### src/rtl/datapath_run_ctrl_if.sv
// Control and status bundle between the run controller and the testbench or top level.
// The testbench drives the master side; the controller sits on the slave side.
interface datapath_run_ctrl_if #(
    parameter int unsigned XLEN  = 32,
    parameter int unsigned CNT_W = 32
);
    logic             start;
    logic [XLEN-1:0]  pc;
    logic [XLEN-1:0]  instr;
    logic             instr_valid;
    logic             core_reset;
    logic             running;
    logic             done;
    logic             timeout;
    logic [1:0]       halt_cause;
    logic [CNT_W-1:0] cycle_count;
    logic [CNT_W-1:0] instr_count;
    logic [XLEN-1:0]  last_pc;

    modport master (
        output start, pc, instr, instr_valid,
        input  core_reset, running, done, timeout, halt_cause,
               cycle_count, instr_count, last_pc
    );

    modport slave (
        input  start, pc, instr, instr_valid,
        output core_reset, running, done, timeout, halt_cause,
               cycle_count, instr_count, last_pc
    );
endinterface

### src/rtl/datapath_run_ctrl.sv
// Run controller for the single-cycle RISC-V datapath: sequences the core reset, counts
// cycles and retired instructions, and ends the run on ECALL, PC self-loop or watchdog.
module datapath_run_ctrl #(
    parameter int unsigned     XLEN         = 32,
    parameter int unsigned     CNT_W        = 32,
    parameter int unsigned     RESET_CYCLES = 3,
    parameter int unsigned     STALL_LIMIT  = 4,
    parameter int unsigned     MAX_CYCLES   = 1024,
    parameter logic [XLEN-1:0] HALT_INSTR   = 32'h00000073
) (
    input  logic               clock,
    input  logic               reset,
    datapath_run_ctrl_if.slave bus
);
    localparam int unsigned HOLD_W  = (RESET_CYCLES > 1) ? $clog2(RESET_CYCLES) : 1;
    localparam int unsigned STALL_W = $clog2(STALL_LIMIT);

    localparam logic [HOLD_W-1:0]  HOLD_LAST  = HOLD_W'(RESET_CYCLES - 1);
    localparam logic [STALL_W-1:0] STALL_LAST = STALL_W'(STALL_LIMIT - 1);
    localparam logic [CNT_W-1:0]   CYCLE_LAST = CNT_W'(MAX_CYCLES);

    localparam logic [1:0] CAUSE_NONE  = 2'd0;
    localparam logic [1:0] CAUSE_ECALL = 2'd1;
    localparam logic [1:0] CAUSE_LOOP  = 2'd2;
    localparam logic [1:0] CAUSE_WDOG  = 2'd3;

    typedef enum logic [2:0] {
        ST_IDLE     = 3'd0,
        ST_RST_HOLD = 3'd1,
        ST_RUN      = 3'd2,
        ST_DONE     = 3'd3,
        ST_TIMEOUT  = 3'd4
    } state_t;

    state_t             state_r;
    state_t             state_next_s;
    logic [HOLD_W-1:0]  hold_r;
    logic [STALL_W-1:0] stall_r;
    logic [STALL_W-1:0] stall_next_s;
    logic [XLEN-1:0]    prev_pc_r;
    logic               prev_valid_r;
    logic [CNT_W-1:0]   cycle_r;
    logic [CNT_W-1:0]   cycle_next_s;
    logic [CNT_W-1:0]   instr_cnt_r;
    logic [CNT_W-1:0]   instr_next_s;
    logic [1:0]         halt_cause_r;
    logic [XLEN-1:0]    last_pc_r;
    logic               core_reset_r;
    logic               running_r;
    logic               done_r;
    logic               timeout_r;
    logic               ecall_hit_s;
    logic               loop_hit_s;
    logic               wd_hit_s;
    logic               restart_s;

    // Per-cycle RUN bookkeeping and the three termination conditions.
    always_comb begin
        cycle_next_s = cycle_r + CNT_W'(1);
        if (bus.instr_valid) begin
            instr_next_s = instr_cnt_r + CNT_W'(1);
        end else begin
            instr_next_s = instr_cnt_r;
        end
        // prev_valid_r keeps the first RUN cycle from matching a stale PC.
        if (prev_valid_r && (bus.pc == prev_pc_r)) begin
            stall_next_s = stall_r + STALL_W'(1);
        end else begin
            stall_next_s = '0;
        end
        ecall_hit_s = bus.instr_valid && (bus.instr == HALT_INSTR);
        loop_hit_s  = (stall_next_s == STALL_LAST);
        wd_hit_s    = (cycle_next_s == CYCLE_LAST);
        restart_s   = bus.start && ((state_r == ST_IDLE) || (state_r == ST_DONE) ||
                                    (state_r == ST_TIMEOUT));
    end

    // Next-state selection; ECALL and self-loop outrank the watchdog.
    always_comb begin
        state_next_s = state_r;
        case (state_r)
            ST_IDLE, ST_DONE, ST_TIMEOUT: begin
                if (restart_s) begin
                    state_next_s = ST_RST_HOLD;
                end else begin
                    state_next_s = state_r;
                end
            end
            ST_RST_HOLD: begin
                if (hold_r == HOLD_LAST) begin
                    state_next_s = ST_RUN;
                end else begin
                    state_next_s = ST_RST_HOLD;
                end
            end
            ST_RUN: begin
                if (ecall_hit_s || loop_hit_s) begin
                    state_next_s = ST_DONE;
                end else if (wd_hit_s) begin
                    state_next_s = ST_TIMEOUT;
                end else begin
                    state_next_s = ST_RUN;
                end
            end
            default: state_next_s = ST_IDLE;
        endcase
    end

    // State register.
    always_ff @(posedge clock) begin
        if (reset) begin
            state_r <= ST_IDLE;
        end else begin
            state_r <= state_next_s;
        end
    end

    // Counters, capture registers and flags, all registered from the next state.
    always_ff @(posedge clock) begin
        if (reset) begin
            hold_r       <= '0;
            stall_r      <= '0;
            prev_pc_r    <= '0;
            prev_valid_r <= 1'b0;
            cycle_r      <= '0;
            instr_cnt_r  <= '0;
            halt_cause_r <= CAUSE_NONE;
            last_pc_r    <= '0;
            core_reset_r <= 1'b1;
            running_r    <= 1'b0;
            done_r       <= 1'b0;
            timeout_r    <= 1'b0;
        end else begin
            core_reset_r <= (state_next_s != ST_RUN);
            running_r    <= (state_next_s == ST_RUN);
            done_r       <= (state_next_s == ST_DONE);
            timeout_r    <= (state_next_s == ST_TIMEOUT);
            if (restart_s) begin
                hold_r       <= '0;
                stall_r      <= '0;
                prev_pc_r    <= '0;
                prev_valid_r <= 1'b0;
                cycle_r      <= '0;
                instr_cnt_r  <= '0;
                halt_cause_r <= CAUSE_NONE;
                last_pc_r    <= '0;
            end else if (state_r == ST_RST_HOLD) begin
                hold_r <= hold_r + HOLD_W'(1);
            end else if (state_r == ST_RUN) begin
                cycle_r      <= cycle_next_s;
                instr_cnt_r  <= instr_next_s;
                stall_r      <= stall_next_s;
                prev_pc_r    <= bus.pc;
                prev_valid_r <= 1'b1;
                if (ecall_hit_s) begin
                    halt_cause_r <= CAUSE_ECALL;
                    last_pc_r    <= bus.pc;
                end else if (loop_hit_s) begin
                    halt_cause_r <= CAUSE_LOOP;
                    last_pc_r    <= bus.pc;
                end else if (wd_hit_s) begin
                    halt_cause_r <= CAUSE_WDOG;
                    last_pc_r    <= bus.pc;
                end else begin
                    halt_cause_r <= halt_cause_r;
                    last_pc_r    <= last_pc_r;
                end
            end else begin
                hold_r <= hold_r;
            end
        end
    end

    assign bus.core_reset  = core_reset_r;
    assign bus.running     = running_r;
    assign bus.done        = done_r;
    assign bus.timeout     = timeout_r;
    assign bus.halt_cause  = halt_cause_r;
    assign bus.cycle_count = cycle_r;
    assign bus.instr_count = instr_cnt_r;
    assign bus.last_pc     = last_pc_r;
endmodule

### src/flat_wrapper.sv
// flat-port wrapper written by rule: the top's interface ports become plain ports
module datapath_run_ctrl_flat 
#(
    parameter int unsigned     XLEN         = 32,
    parameter int unsigned     CNT_W        = 32,
    parameter int unsigned     RESET_CYCLES = 3,
    parameter int unsigned     STALL_LIMIT  = 4,
    parameter int unsigned     MAX_CYCLES   = 1024,
    parameter logic [XLEN-1:0] HALT_INSTR   = 32'h00000073
)
  (clock, reset, bus_start, bus_pc, bus_instr, bus_instr_valid, bus_core_reset, bus_running, bus_done, bus_timeout, bus_halt_cause, bus_cycle_count, bus_instr_count, bus_last_pc);
  datapath_run_ctrl_if #(.XLEN(XLEN), .CNT_W(CNT_W)) bus_i ();
  input  logic clock;
  input  logic reset;
  input wire logic [$bits(bus_i.start)-1:0] bus_start;
  input wire logic [$bits(bus_i.pc)-1:0] bus_pc;
  input wire logic [$bits(bus_i.instr)-1:0] bus_instr;
  input wire logic [$bits(bus_i.instr_valid)-1:0] bus_instr_valid;
  output wire logic [$bits(bus_i.core_reset)-1:0] bus_core_reset;
  output wire logic [$bits(bus_i.running)-1:0] bus_running;
  output wire logic [$bits(bus_i.done)-1:0] bus_done;
  output wire logic [$bits(bus_i.timeout)-1:0] bus_timeout;
  output wire logic [$bits(bus_i.halt_cause)-1:0] bus_halt_cause;
  output wire logic [$bits(bus_i.cycle_count)-1:0] bus_cycle_count;
  output wire logic [$bits(bus_i.instr_count)-1:0] bus_instr_count;
  output wire logic [$bits(bus_i.last_pc)-1:0] bus_last_pc;
  assign bus_i.start = bus_start;
  assign bus_i.pc = bus_pc;
  assign bus_i.instr = bus_instr;
  assign bus_i.instr_valid = bus_instr_valid;
  assign bus_core_reset = bus_i.core_reset;
  assign bus_running = bus_i.running;
  assign bus_done = bus_i.done;
  assign bus_timeout = bus_i.timeout;
  assign bus_halt_cause = bus_i.halt_cause;
  assign bus_cycle_count = bus_i.cycle_count;
  assign bus_instr_count = bus_i.instr_count;
  assign bus_last_pc = bus_i.last_pc;
  datapath_run_ctrl #(.XLEN(XLEN), .CNT_W(CNT_W), .RESET_CYCLES(RESET_CYCLES), .STALL_LIMIT(STALL_LIMIT), .MAX_CYCLES(MAX_CYCLES), .HALT_INSTR(HALT_INSTR)) u_core (.clock(clock), .reset(reset), .bus(bus_i));
endmodule
### config.mk
export PLATFORM = sky130hd
export DESIGN_NAME = datapath_run_ctrl_flat
export DESIGN_NICKNAME = d
export VERILOG_FILES = /design/src/rtl/datapath_run_ctrl_if.sv /design/src/rtl/datapath_run_ctrl.sv /design/src/flat_wrapper.sv
export SDC_FILE = /design/constraint.sdc
export NUM_CORES = 1
export LEC_CHECK = 0
export CELL_PAD_IN_SITES_DETAIL_PLACEMENT = 1
export CELL_PAD_IN_SITES_GLOBAL_PLACEMENT = 1
export CORE_AREA = 5 5 178 111
export CTS_CLUSTER_DIAMETER = 50
export DETAILED_ROUTE_END_ITERATION = 10
export DIE_AREA = 0 0 183 116
export GPL_TIMING_DRIVEN = 0
export HOLD_SLACK_MARGIN = 0.05
export PLACE_DENSITY_LB_ADDON = 0.1
export SETUP_SLACK_MARGIN = 0.4
export SLEW_MARGIN = 20
export SYNTH_ARGS = -nofsm -noshare
export SYNTH_HDL_FRONTEND = slang
export SYNTH_SLANG_ARGS = --single-unit
export TNS_END_PERCENT = 20
### constraint.sdc
create_clock -name clock -period 6 [get_ports clock]
set_input_delay 0.9 -clock clock [delete_from_list [all_inputs] [get_ports clock]]
set_output_delay 0.9 -clock clock [all_outputs]
set_load 0.1 [all_outputs]
Word-level counts from Yosys, hierarchy flattened
Cells that the tools add are included.
- register bits after elaboration: 142
- input port bits: 68
- logic and storage cells: 56
- multiplexer cells: 12
- reductions and logical operators: 13
- $add $sub $neg: 4
- bitwise logic cells: 1
- equal/unequal tests: 13
- operator list (operator ; count):
    $mux W32 ; 3
    $add A32 B1 Y32 const B ; 2
    $eq A32 B11 Y1 const B ; 1
    $eq A32 B32 Y1 ; 1
    $eq A32 B7 Y1 const B ; 1
    $eq A3 B2 Y1 const B ; 4
    $mux W2 ; 5
    $mux W3 ; 3
    $pmux W3 S3 ; 1
    $eq A3 B3 Y1 const B ; 2
    $reduce_and A3 Y1 ; 2
    $add A2 B1 Y2 const B ; 2
    $eq A2 B2 Y1 const B ; 2
    $eq A3 B1 Y1 const B ; 1
    $logic_and A1 B1 Y1 ; 3
    $logic_not A3 Y1 ; 1
    $logic_or A1 B1 Y1 ; 3
    $ne A3 B2 Y1 const B ; 1
    $reduce_bool A3 Y1 ; 1
    $reduce_or A3 Y1 ; 1
    $reduce_and A2 Y1 ; 1
    $reduce_or A2 Y1 ; 1
    $not A1 Y1 ; 1

Logic depth before layout (Yosys ltp)
Gate-level depths: netlist of run 1.
- depth in word-level cells: 8
- gate-level depth with buffers: 11
- depth with buffers taken out: 9

Least setup slack after synthesis of run 1
Ideal clock, no wire load.
- kind: reg2reg
- start point: reg u_core.cycle_r[0] (netlist: u_core.bus.cycle_count[0])
- end point: reg u_core.last_pc_r[10] (netlist: u_core.bus.last_pc[10])
- arrival: 3.716 ns
- data required time: 5.928 ns
- buffers on the path: 1
- slack: 2.212 ns
- cell stages (with the launch flop): 11
- cells stage by stage: dfxtp_1 > ha_1 > nand3_1 > nor4_2 > nand3_1 > nor4bb_1 > o211ai_1 > or4_4 > o21ai_4 > buf_12 > mux2i_1
- longest elaborated chain between the ends: 4
- RTL lines (item ; RTL line ; RTL):
    from (decl) ; datapath_run_ctrl.sv:42 ; logic [CNT_W-1:0] cycle_r;
    from (signal assigned) ; datapath_run_ctrl.sv:150 ; cycle_r <= cycle_next_s;
    $add A32 B1 Y32 ; datapath_run_ctrl.sv:59 ; cycle_next_s = cycle_r + CNT_W'(1);
    $eq A32 B11 Y1 ; datapath_run_ctrl.sv:73 ; wd_hit_s = (cycle_next_s == CYCLE_LAST);
    $reduce_bool A3 Y1 (no line) ; n/a ;
    $reduce_and A3 Y1 (no line) ; n/a ;
    to (signal assigned) ; datapath_run_ctrl.sv:157 ; last_pc_r <= bus.pc;
    to (signal assigned) ; datapath_run_ctrl.sv:160 ; last_pc_r <= bus.pc;
    to (signal assigned) ; datapath_run_ctrl.sv:163 ; last_pc_r <= bus.pc;
    to (decl) ; datapath_run_ctrl.sv:47 ; logic [XLEN-1:0] last_pc_r;
Every way passes these cells.
A chain may end at the register's enable or synchronous reset.

Worst setup path in the final report of run 1
- start point: reg u_core.cycle_r[0] (netlist: u_core.bus.cycle_count[0])
- end point: reg u_core.last_pc_r[5] (netlist: u_core.bus.last_pc[5])
The elaborated chain is that of the path after synthesis.

==> results of run 1 <==
## logic make-up after synthesis
group	count (synthesis)	synth area share, %
xor+xnor	98	12.45
simple gates	411	29.09
mux	34	4.937
flops	142	41.23
fa+ha+maj	4	0.7260
compound gates	93	7.895
buf+inv	52	3.666
## metal layers
metal | routed length, um | up-vias | GRT usage [%]
met5 | 0 | - | 0
met4 | 235 | 0 | 5.208
met3 | 1701 | 19 | 7.152
met2 | 9637 | 184 | 32.50
met1 | 12130 | 3184 | 32.64
li1 | - | 3249 | -
## worst paths after layout
path	startpoint	end	slack [ps]	cells past startpoint
min	u_core.bus.last_pc[14]$_SDFFE_PP0P_	u_core.bus.last_pc[14]$_SDFFE_PP0P_	460	2
max	u_core.bus.cycle_count[0]$_SDFFE_PP0P_	u_core.bus.last_pc[5]$_SDFFE_PP0P_	2150	10
max reg2reg	u_core.bus.cycle_count[0]$_SDFFE_PP0P_	u_core.bus.last_pc[5]$_SDFFE_PP0P_	2150	10
min reg2reg	u_core.bus.last_pc[14]$_SDFFE_PP0P_	u_core.bus.last_pc[14]$_SDFFE_PP0P_	460	2
## flip-flops by register name, summed over array words and instances, names as in the netlist
signal                  cells
u_core.hold_r               2
u_core.bus.last_pc         32
u_core.bus.halt_cause       2
u_core.bus.timeout          1
u_core.bus.instr_count     32
u_core.stall_r              2
u_core.prev_pc_r           32
u_core.prev_valid_r         1
u_core.bus.done             1
u_core.state_r              3
u_core.bus.running          1
u_core.bus.cycle_count     32
u_core.bus.core_reset       1
## critical path, stage by stage (launching register included)
cell      delay, ps
dfxtp_1         530
ha_1            320
nand3_1         230
nor4_2          720
nand3_1         210
nor4bb_1        400
o211ai_1        160
or4_4           550
o21ai_4         220
buf_12          220
mux2i_1         210
## Yosys cell counts, drive strengths merged (2+ instances only)
master | instances | area [um2]
nand2 | 171 | 641.9
dfxtp | 142 | 2843
nor2 | 79 | 296.5
xor2 | 71 | 621.9
a21oi | 51 | 255.2
mux2i | 34 | 340.3
nand4 | 33 | 227.7
clkbuf | 31 | 116.4
nor4 | 31 | 206.4
xnor2 | 27 | 236.5
nand3 | 20 | 105.1
o21ai | 20 | 111.4
or3 | 17 | 106.4
buf | 13 | 106.4
nor3 | 13 | 65.06
and3 | 11 | 68.82
and4 | 8 | 70.07
inv | 8 | 30.03
and2 | 5 | 31.28
a211oi | 4 | 30.03
ha | 4 | 50.05
nor3b | 4 | 30.03
a21o | 3 | 22.52
nand4b | 3 | 26.28
or2 | 3 | 18.77
or4 | 3 | 30.03
a211o | 2 | 17.52
nand2b | 2 | 12.51
nor2b | 2 | 12.51
nor4bb | 2 | 20.02
o211ai | 2 | 15.01
o31a | 2 | 17.52
## power breakdown
group	internal (mW)	leakage, nW	switching (mW)
Sequential	0.947	1.14	0.00372
Combinational	0.0632	1.73	0.0942
Clock	0.599	0.290	0.469
Total	1.61	3.16	0.567
## stage by stage
stage | worst slack [ps] | util (%) | instance area (um2) | hold slack [ps] | power [mW]
after CTS | 2179 | 53.14 | 9474 | 462.8 | 2.199
after global routing | 1975 | 53.19 | 9483 | 473.5 | 2.249
after floorplan | 2212 | - | 6894 | 447.8 | 1.036
after global placement | 1953 | 49.84 | 8886 | 445.6 | 1.125
after detailed placement | 1823 | 49.84 | 8886 | 452.5 | 1.127
final | 2153 | 53.19 | 9483 | 458.4 | 2.176
## area by class of cell
cell class,count,area [um2],area share (%)
inverter,8,30.03,0.3167
clock buffer,18,439.2,4.631
clock inverter,14,148.9,1.570
buffer,44,222.7,2.349
antenna,1,2.502,0.02639
tap,240,300.3,3.167
timing repair buffer,169,1692,17.84
sequential,142,2843,29.98
multi-input combinational,640,3805,40.12
==> reports/metrics.yaml, run 1 <==
outcome:
  status: "completed"
drt:
  dr.pass1.iters: 5
  dr_total_vias: 6636
  drt_iter0_markers: 378
  wire_per_inst_um: 18.58
  final_antenna_net_count: 0
  wl_um: 23700
  vias_per_cell: 5.201
  drc: 0
yosys:
  synth.avg_cell_area_um2: 8.266
  ys_seq_elements: 142
  ys_seq_area_share_pct: 41.23
  synthArstFlopShare_pct: 0
  synth_cell_types: 53
  synth_edf_count: 0
  synthesis.instances: 834
  yosysWarnings: 0
  syn_nets: 906
  ys.flop_type: "dfxtp_1"
  netlist_area_um2: 6894
global_route:
  antenna_found_initial: 1
  grt_pass1_wl_um: 37660
  grt_max_degree: 17
  grt_overflow_total: 0
  grtUsageTotal_pct: 22.48
  grt_pass1_vias: 6825
timing:
  period_needed_ps: 3847
  fmax_mhz: 259.9
  relSlewSlack_pct: 30.08
  tns_ps: 0
  min_period_over_period_pct: 64.12
  fin_skew_ps: 13.86
  rsz0062_at_grt: "false"
  tightest_slew_ps: 1046
  setup_viol: 0
  final-max-slew-violation-count: 0
  hold_viol: 0
final_layout:
  drive_above_1_share_pct: 5.411
  area_growth_pct: 37.55
  final_common_cell: "nand2_1"
  num-fill-cells: 2114
  nNetsFinal: 1094
  layout.cells.non_filler: 1276
  layout_common_cells: "171 x nand2_1, 169 x clkdlybuf4s50_1, 142 x dfxtp_1, 79 x nor2_1, 71 x xor2_1"
floorplanning:
  die_h_um: 116
  core_um2: 17830
  dieArea_um2: 21230
  ios: 170
  die_w_um: 183
  start_util_pct: 38.67
  row_count: 38
clock_tree:
  cts_made_buffers: 17
  post_cts_buffers: 0
  clockRootBuffer: "clkbuf_16"
  ctsResizeCount: 0
  clk_latency_ps: 430
  numClockSinks: 142
  cts_tree: "built"
  cts.reportedPaths.clkPinSlew_ps: 70
  holdBufCountCts: 0
  h-tree-depth: 4
  cts_buffer_depth: 2
power:
  p_leak_nw: 3.160
  power_density_nw_per_um2: 229.5
  ir_drop_mv: 0.1835
critical_path:
  critPathKind: "flop to flop"
  worstSetupStartpointType: "flop"
  cp.arrival_ps: 4200
  crit_path_max_fanout: 10
  end_kind: "flop"
  required_ps: 6350
placed_design:
  gp_congestion: 0.8235
  dp_cells: 1243
  io_buffer_count: 169
  hpwl_um: 17800
job:
  drv_cap: 0
hold_path:
  hp-class: "flop to flop"
(Power assumes the default switching activity.)
==> run 2: changes to the inputs <==
Settings changed: CORE_AREA 5 5 178 111 to 5 5 185 116, DIE_AREA 0 0 183 116 to 0 0 190 121.
Clock period 6 ns to 3.75 ns, I/O delays scaled along.
==> reports/metrics.yaml, run 2 (synthesis gave the netlist of run 1 again) <==
timing:
  tightest_slew_ps: 1099  # +53.98 ps
  setup_viol: 0  # unchanged
  hold_viol: 0  # unchanged
  final-max-slew-violation-count: 0  # unchanged
  fmax_mhz: 302.6  # +16%
  min_period_over_period_pct: 88.14  # +24 points
  rsz0062_at_grt: "true"
  whs_ps: 458.0  # -0.4120 ps
  fin_skew_ps: 11.31  # -2.552 ps
  relSlewSlack_pct: 26.47  # -3.6 points
  tns_ps: 0  # unchanged
  period_needed_ps: 3305  # -542.1 ps
floorplanning:
  start_util_pct: 35.23  # -3.4 points
  row_count: 40  # +5.3%
  dieArea_um2: 22990  # +8.3%
  die_h_um: 121  # +4.3%
  die_w_um: 190  # +3.8%
  ios: 170  # unchanged
  core_um2: 19570  # +9.8%
clock_tree:
  cts_tree: "built"
  h-tree-depth: 4  # unchanged
  cts_buffer_depth: 2  # unchanged
  clockRootBuffer: "clkbuf_16"
  numClockSinks: 142  # unchanged
  clk_latency_ps: 430  # about the same
  cts_made_buffers: 17  # unchanged
  cts.reportedPaths.clkPinSlew_ps: 60  # about the same
power:
  pwr-share-comb_pct: 7.1  # about the same
  ir_drop_mv: 0.2789  # +52%
  p_int_mw: 2.667  # +66%
  pwr-share-seq_pct: 43.2  # -0.5 points
  power_switching_share_pct: 24.02  # -2.0 points
  p_clk_share_pct: 49.6  # +0.5 points
  p_leak_nw: 3.359  # +6.3%
  power_density_nw_per_um2: 355.3  # +55%
  p_switching_mw: 0.8431  # +49%
final_layout:
  fin_area_um2: 9877  # +4.2%
  fin_util_pct: 50.47  # -2.7 points
  area_growth_pct: 43.27
  final_common_cell: "nand2_1"
  seq_area_um2: 2887  # +1.5%
  nNetsFinal: 1115  # +1.9%
  layout_common_cells: "171 x nand2_1, 169 x clkdlybuf4s50_1, 119 x dfxtp_1, 78 x nor2_1, 71 x xor2_1"
  num-fill-cells: 2269  # +7.3%
  multi_input_area_um2: 3887  # +2.2%
  drive_above_1_share_pct: 10.33  # +4.9 points
  diodes: 0  # -1
critical_path:
  critPathKind: "flop to flop"
  end_kind: "flop"
  cpPeakStageDelay_ps: 580  # -140 ps
  crit_path_max_fanout: 5  # -5
  worstSetupStartpointType: "flop"
  path_cells: "buf_6 > nand4_1 > buf_6 > or4_4 > o31a_1 > nor4_4 > nand4bb_1 > or4_4 > o21ai_4 > buf_12 > mux2i_2"
  cp.arrival_ps: 3650  # -550 ps
  cpMaxStageDelayCell: "or4_4"
  required_ps: 4100  # -2250 ps
global_route:
  grt_overflow_total: 0  # unchanged
  grtUsageTotal_pct: 20.74  # -1.7 points
  grt_pass1_vias: 6637  # -2.8%
  grt_pass1_wl_um: 37380  # -0.73%
  antenna_found_initial: 0  # -1
  grt_max_degree: 17  # unchanged
outcome:
  status: "completed"
drt:
  drc: 0  # unchanged
  final_antenna_net_count: 0  # unchanged
  vias_per_cell: 5.065  # -2.6%
  dr_total_vias: 6726  # +1.4%
  dr.pass1.iters: 5  # unchanged
  wire_per_inst_um: 18.47  # -0.57%
  drt_iter0_markers: 483  # +28%
  wl_um: 24530  # +3.5%
hold_path:
  hp-class: "flop to flop"
job:
  drv_cap: 0  # unchanged
placed_design:
  gp_congestion: 0.8537  # +3.7%
  hpwl_um: 17770  # -0.19%
  placed_area_um2: 8972  # +0.97%
  io_buffer_count: 169  # unchanged
run 2: through the flow:
stage | setup WS, ps | cells | total power [mW]
4_1_cts | 402.4 | 1311 | 3.541
2_1_floorplan | 404.3 | 834 | 1.655
3_3_place_gp | 3.749 | 1276 | 1.800
6_report | 444.9 | 1328 | 3.510
5_1_grt | 307.0 | 1328 | 3.634
3_5_place_dp | 57.81 | 1276 | 1.802
run 2: what timing repair did:
item / CTS / global route
buffers inserted: 4 / 13
hold buffers: 0 / 0
cloned: 0 / 4
pin swaps: 3 / 9
setup endpoints to repair: 39 / 38
resized for setup: 4 / 28
run 2: final timing paths:
kind	to	slack (ps)	start	cells past startpoint
max reg2reg	u_core.bus.last_pc[31]$_SDFFE_PP0P_	440	u_core.bus.cycle_count[13]$_SDFFE_PP0P_	11
min	u_core.bus.last_pc[29]$_SDFFE_PP0P_	460	u_core.bus.last_pc[29]$_SDFFE_PP0P_	2
max	u_core.bus.last_pc[31]$_SDFFE_PP0P_	440	u_core.bus.cycle_count[13]$_SDFFE_PP0P_	11
min reg2reg	u_core.bus.last_pc[29]$_SDFFE_PP0P_	460	u_core.bus.last_pc[29]$_SDFFE_PP0P_	2
run 2: final cells by class:
type,instances,area share [%]
Clock inverter,12,1.457
Sequential cell,142,29.22
Tap cell,273,3.458
Clock buffer,19,4.484
Multi-Input combinational cell,641,39.36
Inverter,8,0.3040
Timing Repair Buffer,189,19.22
Buffer,44,2.496
run 2: critical path, delay by kind of cell, from the launching register on:
family / cells / cell delay [ps]
flops: 1 / 340
mux: 1 / 230
buf+inv: 3 / 440
simple gates: 5 / 1670
compound gates: 2 / 530
run 2: power by group through the flow:
| stage | clock, mW | combinational, mW | sequential [mW] |
|---|---|---|---|
| after detailed placement | 0 | 0.250 | 1.55 |
| final | 1.74 | 0.251 | 1.52 |
| after floorplan | 0 | 0.0991 | 1.56 |
| after CTS | 1.77 | 0.252 | 1.52 |
| after global routing | 1.85 | 0.271 | 1.52 |
| after global placement | 0 | 0.248 | 1.55 |
run 2: routing by layer:
| metal | share of wire (%) | routed length [um] | vias to the layer above | global-route usage (%) |
|---|---|---|---|---|
| met5 | 0 | 0 | - | 0 |
| met4 | 0.60 | 147 | 0 | 4.472 |
| met3 | 7.5 | 1828 | 12 | 5.952 |
| met2 | 40 | 9825 | 197 | 28.99 |
| met1 | 52 | 12730 | 3229 | 31.28 |
| li1 | - | - | 3288 | - |
==> run 3: changes to the inputs <==
Clock period 3.75 ns to 3.77 ns, I/O delays scaled along.
==> reports/metrics.yaml, run 3 (synthesis gave the netlist of run 1 again) <==
critical_path:
  worstSetupStartpointType: "flop"
  crit_path_max_fanout: 9  # +4
  path_cells: "buf_4 > nand4_1 > buf_4 > or4_1 > buf_2 > nor4_2 > o2111a_1 > nand4_1 > or4_4 > o21ai_4 > clkbuf_16 > buf_4 > o21a_1"
  reg2reg_slack_ps: 480  # +40 ps
  cpPeakStageDelay_ps: 530  # -50 ps
  path_common_cell: "buf_4"
  end_kind: "flop"
  rr_worst_depth: 13  # +2
  required_ps: 4150  # +50 ps
  critPathKind: "flop to flop"
  reg2reg_from: "u_core.bus.cycle_count[3]$_SDFFE_PP0P_"
  reg2reg_to: "u_core.bus.halt_cause[1]$_SDFFE_PP0P_"
  cp.arrival_ps: 3670  # +20 ps
  cpMaxStageDelayCell: "or4_4"
drt:
  drc: 0  # unchanged
  wire_per_inst_um: 18.14  # -1.8%
  vias_per_cell: 5.031  # -0.67%
  final_antenna_net_count: 0  # unchanged
  dr.pass1.iters: 5  # unchanged
  drt_iter0_markers: 367  # -24%
  dr_total_vias: 6661  # -0.97%
  wl_um: 24020  # -2.1%
floorplanning:
  row_count: 40  # unchanged
  start_util_pct: 35.23  # unchanged
  die_h_um: 121  # unchanged
  dieArea_um2: 22990  # unchanged
  ios: 170  # unchanged
  core_um2: 19570  # unchanged
  die_w_um: 190  # unchanged
timing:
  fin_skew_ps: 9.970  # -1.335 ps
  relSlewSlack_pct: 28.52  # +2.0 points
  rsz0062_at_grt: "true"
  setup_viol: 0  # unchanged
  final-max-slew-violation-count: 0  # unchanged
  fmax_mhz: 303.9  # +0.46%
  min_period_over_period_pct: 87.27  # -0.87 points
  period_needed_ps: 3290  # -15.02 ps
  whs_ps: 455.5  # -2.483 ps
  tns_ps: 0  # unchanged
  tightest_slew_ps: 1069  # -30.62 ps
  hold_viol: 0  # unchanged
final_layout:
  area_growth_pct: 41.36
  layout.cells.non_filler: 1324  # -0.30%
  diodes: 0  # unchanged
  nNetsFinal: 1110  # -0.45%
  drive_above_1_share_pct: 9.515  # -0.82 points
  layout_common_cells: "171 x nand2_1, 169 x clkdlybuf4s50_1, 119 x dfxtp_1, 78 x nor2_1, 71 x xor2_1"
  final_common_cell: "nand2_1"
power:
  p_leak_nw: 3.271  # -2.6%
  power_density_nw_per_um2: 355.3  # about the same
  p_switching_mw: 0.8406  # -0.30%
  power_switching_share_pct: 24.27  # +0.25 points
  pwr-share-comb_pct: 7.2  # about the same
  ir_drop_mv: 0.3451  # +24%
  pwr-share-seq_pct: 43.6  # +0.4 points
  p_clk_share_pct: 49.2  # -0.4 points
  p_int_mw: 2.622  # -1.7%
placed_design:
  hpwl_um: 17920  # +0.85%
  dp_cells: 1276  # unchanged
  io_buffer_count: 169  # unchanged
  gp_congestion: 0.8543  # about the same
clock_tree:
  cts.reportedPaths.clkPinSlew_ps: 60  # about the same
  cts_made_buffers: 17  # unchanged
  clk_latency_ps: 440  # about the same
  h-tree-depth: 4  # unchanged
  cts_tree: "built"
  numClockSinks: 142  # unchanged
  clockRootBuffer: "clkbuf_16"
  cts_buffer_depth: 2  # unchanged
  holdBufCountCts: 0  # unchanged
global_route:
  grt_max_degree: 17  # unchanged
  grt_pass1_wl_um: 37830  # +1.2%
  grt_overflow_total: 0  # unchanged
  grt_pass1_vias: 6692  # +0.83%
  antenna_found_initial: 0  # unchanged
  grtUsageTotal_pct: 20.88  # +0.14 points
hold_path:
  hp-class: "flop to flop"
  hold_depth: 2  # unchanged
  hold_path.startpoint: "u_core.bus.last_pc[5]$_SDFFE_PP0P_"
  min_to: "u_core.bus.last_pc[5]$_SDFFE_PP0P_"
outcome:
  status: "completed"
job:
  drv_cap: 0  # unchanged
## run 3: cell types whose count changed in the layout (fill, tap and decap cells not counted), sizes merged
cell | previous run | this run
buf | 30 | 25
bufinv | 3 | 1
clkbuf | 53 | 59
clkinv | 8 | 3
clkinvlp | 0 | 3
o21ai | 21 | 20
## run 3: worst max-delay path by stage
stage | from | to | slack [ps] | cells after the start
after floorplan | u_core.bus.cycle_count[4]$_SDFFE_PP0P_ | u_core.bus.last_pc[10]$_SDFFE_PP0P_ | 420 | 11
after global placement | bus_instr[4] | u_core.bus.last_pc[12]$_SDFFE_PP0P_ | 80 | 8
after detailed placement | u_core.bus.cycle_count[1]$_SDFFE_PP0P_ | u_core.bus.last_pc[12]$_SDFFE_PP0P_ | 160 | 10
after CTS | u_core.bus.cycle_count[13]$_SDFFE_PP0P_ | u_core.bus.last_pc[12]$_SDFFE_PP0P_ | 420 | 11
after global routing | u_core.bus.cycle_count[3]$_SDFFE_PP0P_ | u_core.bus.halt_cause[1]$_SDFFE_PP0P_ | 360 | 13
final | u_core.bus.cycle_count[3]$_SDFFE_PP0P_ | u_core.bus.halt_cause[1]$_SDFFE_PP0P_ | 480 | 13
## run 3: worst max-delay path, delay by kind of cell, from the launching register on
kind / cells / cell delay [ps]
AND/OR/NAND/NOR: 5 / 1450
buffers and inverters: 5 / 890
AO/OA/AOI/OAI: 3 / 540
flip-flops: 1 / 340
## run 3: metal layers
metal  global-route usage [%]  up-vias  part of all wire, %
met3                    6.728       12                  7.1
met5                        0        -                    0
met1                    31.22     3194                   52
met4                    4.336        0                 0.52
li1                         -     3286                    -
met2                    29.03      169                   40
## run 3: area by class of cell
| type | instances | area, um2 |
|---|---|---|
| plain buffers | 44 | 235.2 |
| repair buffers | 185 | 1829 |
| flip-flops and latches | 142 | 2879 |
| clock inverters | 8 | 77.57 |
| clock buffers | 24 | 513.0 |
| multi-input cells | 640 | 3840 |
| fillers | 2299 | 9823 |
| well taps | 273 | 341.6 |
| inverters | 8 | 30.03 |
## run 3: power by group through the flow
stage                     sequential (mW)  combinational (mW)  clock [mW]
after floorplan                      1.55              0.0985           0
after global placement               1.54               0.247           0
after detailed placement             1.54               0.250           0
after CTS                            1.51               0.251        1.73
after global routing                 1.51               0.272        1.82
final                                1.51               0.249        1.70
## run 3: metrics by stage
step	area, um2	worst slack [ps]	util, %	total power [mW]
floorplan	6930	418.7	-	1.647
global placement	8964	75.67	45.81	1.791
detailed placement	8970	162.8	45.84	1.794
CTS	9590	423.6	49.01	3.495
global route	9746	355.9	49.80	3.598
finish	9746	479.9	49.80	3.463
## run 3: timing repair
item | CTS | global route
pin swaps | 2 | 7
gates cloned | 0 | 1
endpoints found under the setup margin | 33 | 39
buffers inserted | 2 | 13
gates resized for setup | 2 | 13
